**src/rtl/dm_port_arbiter.sv**
```systemverilog
// Shares the single-port data memory between the CPU and an external requester.
// Round-robin by default; define DM_ARB_CPU_PRIORITY_EN for fixed CPU priority in IDLE.
module dm_port_arbiter #(
    parameter int BUS_WIDTH = 8
) (
    input  logic                 clk,
    input  logic                 rst,
    input  logic                 cpu_req,
    input  logic                 cpu_we,
    input  logic                 cpu_lock,
    input  logic [BUS_WIDTH-1:0] cpu_addr,
    input  logic [BUS_WIDTH-1:0] cpu_wdata,
    output logic                 cpu_ack,
    output logic [BUS_WIDTH-1:0] cpu_rdata,
    input  logic                 ext_req,
    input  logic                 ext_we,
    input  logic                 ext_lock,
    input  logic [BUS_WIDTH-1:0] ext_addr,
    input  logic [BUS_WIDTH-1:0] ext_wdata,
    output logic                 ext_ack,
    output logic [BUS_WIDTH-1:0] ext_rdata,
    output logic [BUS_WIDTH-1:0] dm_addr,
    output logic [BUS_WIDTH-1:0] dm_wdata,
    output logic                 dm_mw,
    input  logic [BUS_WIDTH-1:0] dm_rdata
);

    typedef enum logic [2:0] {
        IDLE     = 3'd0,
        CPU_ACC  = 3'd1,
        EXT_ACC  = 3'd2,
        CPU_LOCK = 3'd3,
        EXT_LOCK = 3'd4
    } state_t;

    state_t state_q, state_d;
    logic   last_grant_q, last_grant_d;   // 0 = CPU, 1 = EXT
    logic   cpu_wins;

`ifdef DM_ARB_CPU_PRIORITY_EN
    assign cpu_wins = cpu_req;
`else
    assign cpu_wins = cpu_req && (!ext_req || last_grant_q);
`endif

    always_comb begin
        state_d      = state_q;
        last_grant_d = last_grant_q;
        case (state_q)
            IDLE: begin
                if (cpu_wins) begin
                    state_d      = CPU_ACC;
                    last_grant_d = 1'b0;
                end else if (ext_req) begin
                    state_d      = EXT_ACC;
                    last_grant_d = 1'b1;
                end
            end
            CPU_ACC:  state_d = cpu_lock ? CPU_LOCK : IDLE;
            EXT_ACC:  state_d = ext_lock ? EXT_LOCK : IDLE;
            CPU_LOCK: begin
                if (cpu_req)       state_d = CPU_ACC;
                else if (!cpu_lock) state_d = IDLE;
            end
            EXT_LOCK: begin
                if (ext_req)       state_d = EXT_ACC;
                else if (!ext_lock) state_d = IDLE;
            end
            default:  state_d = IDLE;
        endcase
    end

    always_ff @(posedge clk or posedge rst) begin
        if (rst) begin
            state_q      <= IDLE;
            last_grant_q <= 1'b1;
        end else begin
            state_q      <= state_d;
            last_grant_q <= last_grant_d;
        end
    end

    // Outputs decode the registered state so reset clears them without waiting for an edge.
    always_comb begin
        dm_addr   = '0;
        dm_wdata  = '0;
        dm_mw     = 1'b0;
        cpu_ack   = 1'b0;
        cpu_rdata = '0;
        ext_ack   = 1'b0;
        ext_rdata = '0;
        case (state_q)
            CPU_ACC: begin
                dm_addr   = cpu_addr;
                dm_wdata  = cpu_wdata;
                dm_mw     = cpu_we;
                cpu_ack   = 1'b1;
                cpu_rdata = dm_rdata;
            end
            EXT_ACC: begin
                dm_addr   = ext_addr;
                dm_wdata  = ext_wdata;
                dm_mw     = ext_we;
                ext_ack   = 1'b1;
                ext_rdata = dm_rdata;
            end
            default: ;
        endcase
    end

endmodule
```
**config.mk**
```make
export PLATFORM = sky130hd
export DESIGN_NAME = dm_port_arbiter
export DESIGN_NICKNAME = d
export VERILOG_FILES = /design/src/rtl/dm_port_arbiter.sv
export SDC_FILE = /design/constraint.sdc
export NUM_CORES = 1
export LEC_CHECK = 0
export BUFFER_PORTS_ARGS = -buffer_cell sky130_fd_sc_hd__buf_2
export CAP_MARGIN = 20
export CORE_MARGIN = 1.5
export CORE_UTILIZATION = 26
export CTS_CLUSTER_SIZE = 16
export DETAILED_ROUTE_END_ITERATION = 10
export PLACE_DENSITY_LB_ADDON = 0.15
export SETUP_SLACK_MARGIN = 0.05
export SYNTH_ARGS = -nofsm -noshare
export SYNTH_HDL_FRONTEND = slang
export SYNTH_SLANG_ARGS = --single-unit
```
**constraint.sdc**
```tcl
create_clock -name clk -period 1.34 [get_ports clk]
set_input_delay 0.268 -clock clk [delete_from_list [all_inputs] [get_ports clk]]
set_output_delay 0.268 -clock clk [all_outputs]
set_load 0.03 [all_outputs]
```
# == Word level (Yosys, flattened, before mapping) ==
# Cells that the tools add are included.
# classes
n_eq_ne,7
muxes,18
n_reduce_logical,7
# op_table
cell,n
8-bit one-hot mux with 2 select lines,2
3-bit two-way mux,7
8-bit two-way mux,2
3-bit one-hot mux with 5 select lines,1
"3-bit inequality test, second input constant",3
"3-bit by 2-bit equality test with 1-bit output, second input constant",2
1-bit two-way mux,4
"3-bit by 1-bit equality test with 1-bit output, second input constant",1
"3-bit equality test, second input constant",1
3-bit logical NOT,1
3-bit AND reduction,1
2-bit two-way mux,1
1-bit one-hot mux with 2 select lines,1
2-bit AND reduction,1
2-bit nonzero test,1
1-bit logical AND,1
1-bit logical NOT,1
1-bit logical OR,1
# totals
ff_bits,4
output_inout_bits,35
inputBits,48

# == Depth between registers and ports, before layout ==
# logic_depth
ltp_word,5
ltp_mapped,4
ltp_nobuf,3

# == Least setup slack after synthesis ==
# No wires, ideal clock.
# synth_path
path_kind,register -> output
startpoint,reg state_q[1]
endpoint,out dm_wdata[6]
path_stages_with_launch,5
t_arrival_ns,1.429
required_time_ns,1.072
slack_ns,-0.357
cell_sequence,dfrtp_1 -> buf_4 -> nor3b_4 -> buf_2 -> a22o_1
# synth_via
elab_chain_cells,2
elab_cells_between_ends,3
# synth_rtl
item,line,rtl
from (decl),36,"state_t state_q, state_d;"
from (signal assigned),78,state_q <= state_d;
3-bit by 2-bit equality test with 1-bit output or 3-bit by 1-bit equality test with 1-bit output (tied branches),92,case (state_q)
8-bit one-hot mux with 2 select lines (*),92,
to (decl),23,"output logic [BUS_WIDTH-1:0] dm_wdata,"
# Mark *: on every way between the ends. The rest lies on a longest branch, timed or not.

# == Worst setup path after layout ==
# layout_path
startpoint,reg state_q[1]
endpoint,out dm_addr[3]
# layout_via
elab_chain_cells,2
elab_cells_between_ends,3
# layout_rtl
item,line,rtl
3-bit by 2-bit equality test with 1-bit output or 3-bit by 1-bit equality test with 1-bit output (tied branches),92,
8-bit one-hot mux with 2 select lines (*),92,
to (decl),22,"output logic [BUS_WIDTH-1:0] dm_addr,"
# Marked as above.

==> results.sh <==
export IMPL_internal_power_mw=1.73
export IMPL_initialDrtViolationCount=10
export IMPL_min_to="last_grant_q"
export IMPL_grt_usage_pct=19.0
export IMPL_fin_skew_ps=3.20
export IMPL_worstPathMaxFanout=8
export IMPL_hold_path_class="input pin to register"
export IMPL_setup_viol=36
export IMPL_synth_seq_cells=4
export IMPL_vdd_drop_max_uv=1330
export IMPL_routed_via_count=840
export IMPL_cp_startpoint="state_q[1]"
export IMPL_p_clk_share_pct=5.0
export IMPL_outcome="complete, but fails checks"
export IMPL_arrival_ps=1420
export IMPL_r2r_cells=4
export IMPL_fin_util_pct=70.1
export IMPL_powerDensity_nw_per_um2=2380
export IMPL_synthCells=65
export IMPL_path_clk_slew_ps=40
export IMPL_clockRootBuffer="clkbuf_4"
export IMPL_drc_errors=0
export IMPL_postSynthNetCount=113
export IMPL_r2r_end="state_q[1]"
export IMPL_final_hold_violation_count=0
export IMPL_syn_area_um2=557
export IMPL_antenna_found_initial=0
export IMPL_coreArea_um2=1980
export IMPL_routed_wirelength_um=2450
export IMPL_maxCapViolCount=0
export IMPL_r2r_slack_ps=-60
export IMPL_seq_area_frac_synth_pct=18.2
export IMPL_nets=203
export IMPL_swShare_pct=47.6
export IMPL_numCtsBuffers=3
export IMPL_start_kind="register"
export IMPL_avgSynthCellArea_um2=8.57
export IMPL_htreeDepth=1
export IMPL_worstSetupPathType="register to output port"
export IMPL_rr_startpoint="state_q[0]"
export IMPL_worst_slew_margin_rel_pct=85.0
export IMPL_vias_per_cell=4.64
export IMPL_worst_slack_ps=-344
export IMPL_p_total_mw=3.31
export IMPL_min_delay_path_depth=2
export IMPL_max_freq_mhz=594
export IMPL_ant_nets=0
export IMPL_ioPinCount=83
export IMPL_antennaDiodeCount=0
export IMPL_insertion_delay_ps=240
export IMPL_max_slew_worst_pin_slew_ps=221
export IMPL_grt_overflow_total=0
export IMPL_layout_drive_gt1_share_pct=85.7
export IMPL_drv_slew=0
export IMPL_p_leak_nw=0.734
export IMPL_tns_ps=-11200
export IMPL_gp_congestion=0.670
export IMPL_clockBufferDepth=2
export IMPL_die_area_um2=2430
export IMPL_synth_cell_types=23
export IMPL_grt_pass1_wl_um=3620
export IMPL_grt_use_met2_pct=36.3
export IMPL_cts_sinks=4
export IMPL_hold_start="cpu_req"
export IMPL_nFillCells=164
export IMPL_end_kind="output port"
export IMPL_io_buffers=82
export IMPL_multiInputGateArea_um2=490
export IMPL_grt_pass1_vias=803
export IMPL_p_sw_mw=1.57
export IMPL_cts_tree="yes"
export IMPL_grt_util_met1_pct=19.6
export IMPL_yosys_warnings=0
export IMPL_final_seq_area_um2=103
export IMPL_period_share_pct=126
export IMPL_initial_core_util_pct=28.1
export IMPL_avgRoutedWirePerCell_um=13.5
export IMPL_grt_max_degree=27
export IMPL_violations="negative setup slack"
export IMPL_met3_usage_pct=3.68
export IMPL_row_count=16
export IMPL_top_usage_layer="met2"
export IMPL_min_period_ps=1680
export IMPL_drt_first_pass_iters=4
export IMPL_chipHeight_um=49.3
export IMPL_dp_hpwl_um=1610
export IMPL_p_comb_share_pct=87.5
export IMPL_p_seq_share_pct=7.5
export IMPL_area_growth_pct=149
export IMPL_cp_required_ps=1070
export IMPL_rsz0062_at_grt="true"
export IMPL_die_x_um=49.3
==> final cells by class <==
cell class / instances / area share, %
clock buffers: 4 / 1.89
repair buffers: 92 / 52.4
well taps: 27 / 2.43
flip-flops and latches: 4 / 7.39
inverters: 2 / 0.541
multi-input cells: 52 / 35.3
==> worst max-delay path, stage by stage, from the launching register on <==
cell and delay, ps:
dfrtp_1 410, nor3b_4 170, buf_6 120, buf_6 130, a22o_2 220, buf_6 140
==> layer usage <==
layer	wire, um	vias up
met5	0	-
met2	1440	44
met1	821	370
li1	-	422
met4	29	0
met3	161	4
==> worst max path at each step <==
stage	to	depth (start not counted)	slack, ps
6_report	dm_addr[3]	5	-340
5_1_grt	dm_wdata[3]	4	-400
4_1_cts	dm_wdata[2]	4	-360
3_5_place_dp	dm_wdata[2]	4	-140
3_3_place_gp	dm_wdata[2]	4	-110
2_1_floorplan	ext_rdata[0]	4	-170
==> Yosys cell counts, drive strengths merged <==
master / count / area [um^2]
a32oi: 1 / 8.76
nand2b: 2 / 12.5
nor3: 1 / 5.00
and2: 16 / 100
a21o: 1 / 7.51
nand2: 1 / 3.75
a211o: 1 / 8.76
or3b: 1 / 8.76
nor2: 2 / 7.51
a21oi: 2 / 10.0
a31oi: 1 / 6.26
a22o: 17 / 149
dfstp: 1 / 26.3
buf: 7 / 53.8
dfrtp: 3 / 75.1
nor3b: 4 / 52.6
inv: 2 / 7.51
o311ai: 1 / 8.76
nand3: 1 / 5.00
==> state kept, by name, summed over array words and instances (netlist names) <==
| signal | cells |
|---|---|
| last_grant_q | 1 |
| state_q | 3 |
==> repair_timing <==
item                                   4_1_cts  5_1_grt
gates cloned                                 1        0
pin swaps                                    0        4
setup endpoints to repair                   36       37
setup buffers                                1        1
endpoints found under the hold margin        3        0
gates resized for setup                     72        8
hold buffers                                 1        0
==> per-stage QoR <==
step                area, um^2  std cells  hold WS (ps)  setup slack, ps
global route              1390        181           280             -397
floorplan                  657         65          33.4             -175
CTS                       1360        180           242             -359
finish                    1390        181           249             -344
global placement          1080        173           151             -114
detailed placement        1080        173           155             -141
==> power groups by stage <==
stage	clock (mW)	combinational, mW	sequential (mW)
CTS	0.173	2.79	0.249
floorplan	0	1.79	0.207
detailed placement	0	2.21	0.249
global placement	0	2.18	0.245
finish	0.166	2.90	0.247
global route	0.187	3.03	0.255
==> kinds of logic (layout without fill, tap and decap cells) <==
kind of cell,Yosys count,count (layout),share of synthesized area [%]
buf+inv,9,98,11.0
compound gates,24,24,35.7
simple gates,28,28,35.1
flops,4,4,18.2
==> cells in the final DEF (no fill, tap or decap), types with 3 or more instances in the layout <==
master and n:
clkbuf_4 3, buf_4 4, buf_2 48, a22o_2 13, buf_6 38, and2_4 16
a22o_4 4
Power figures use the tool's default switching activity.
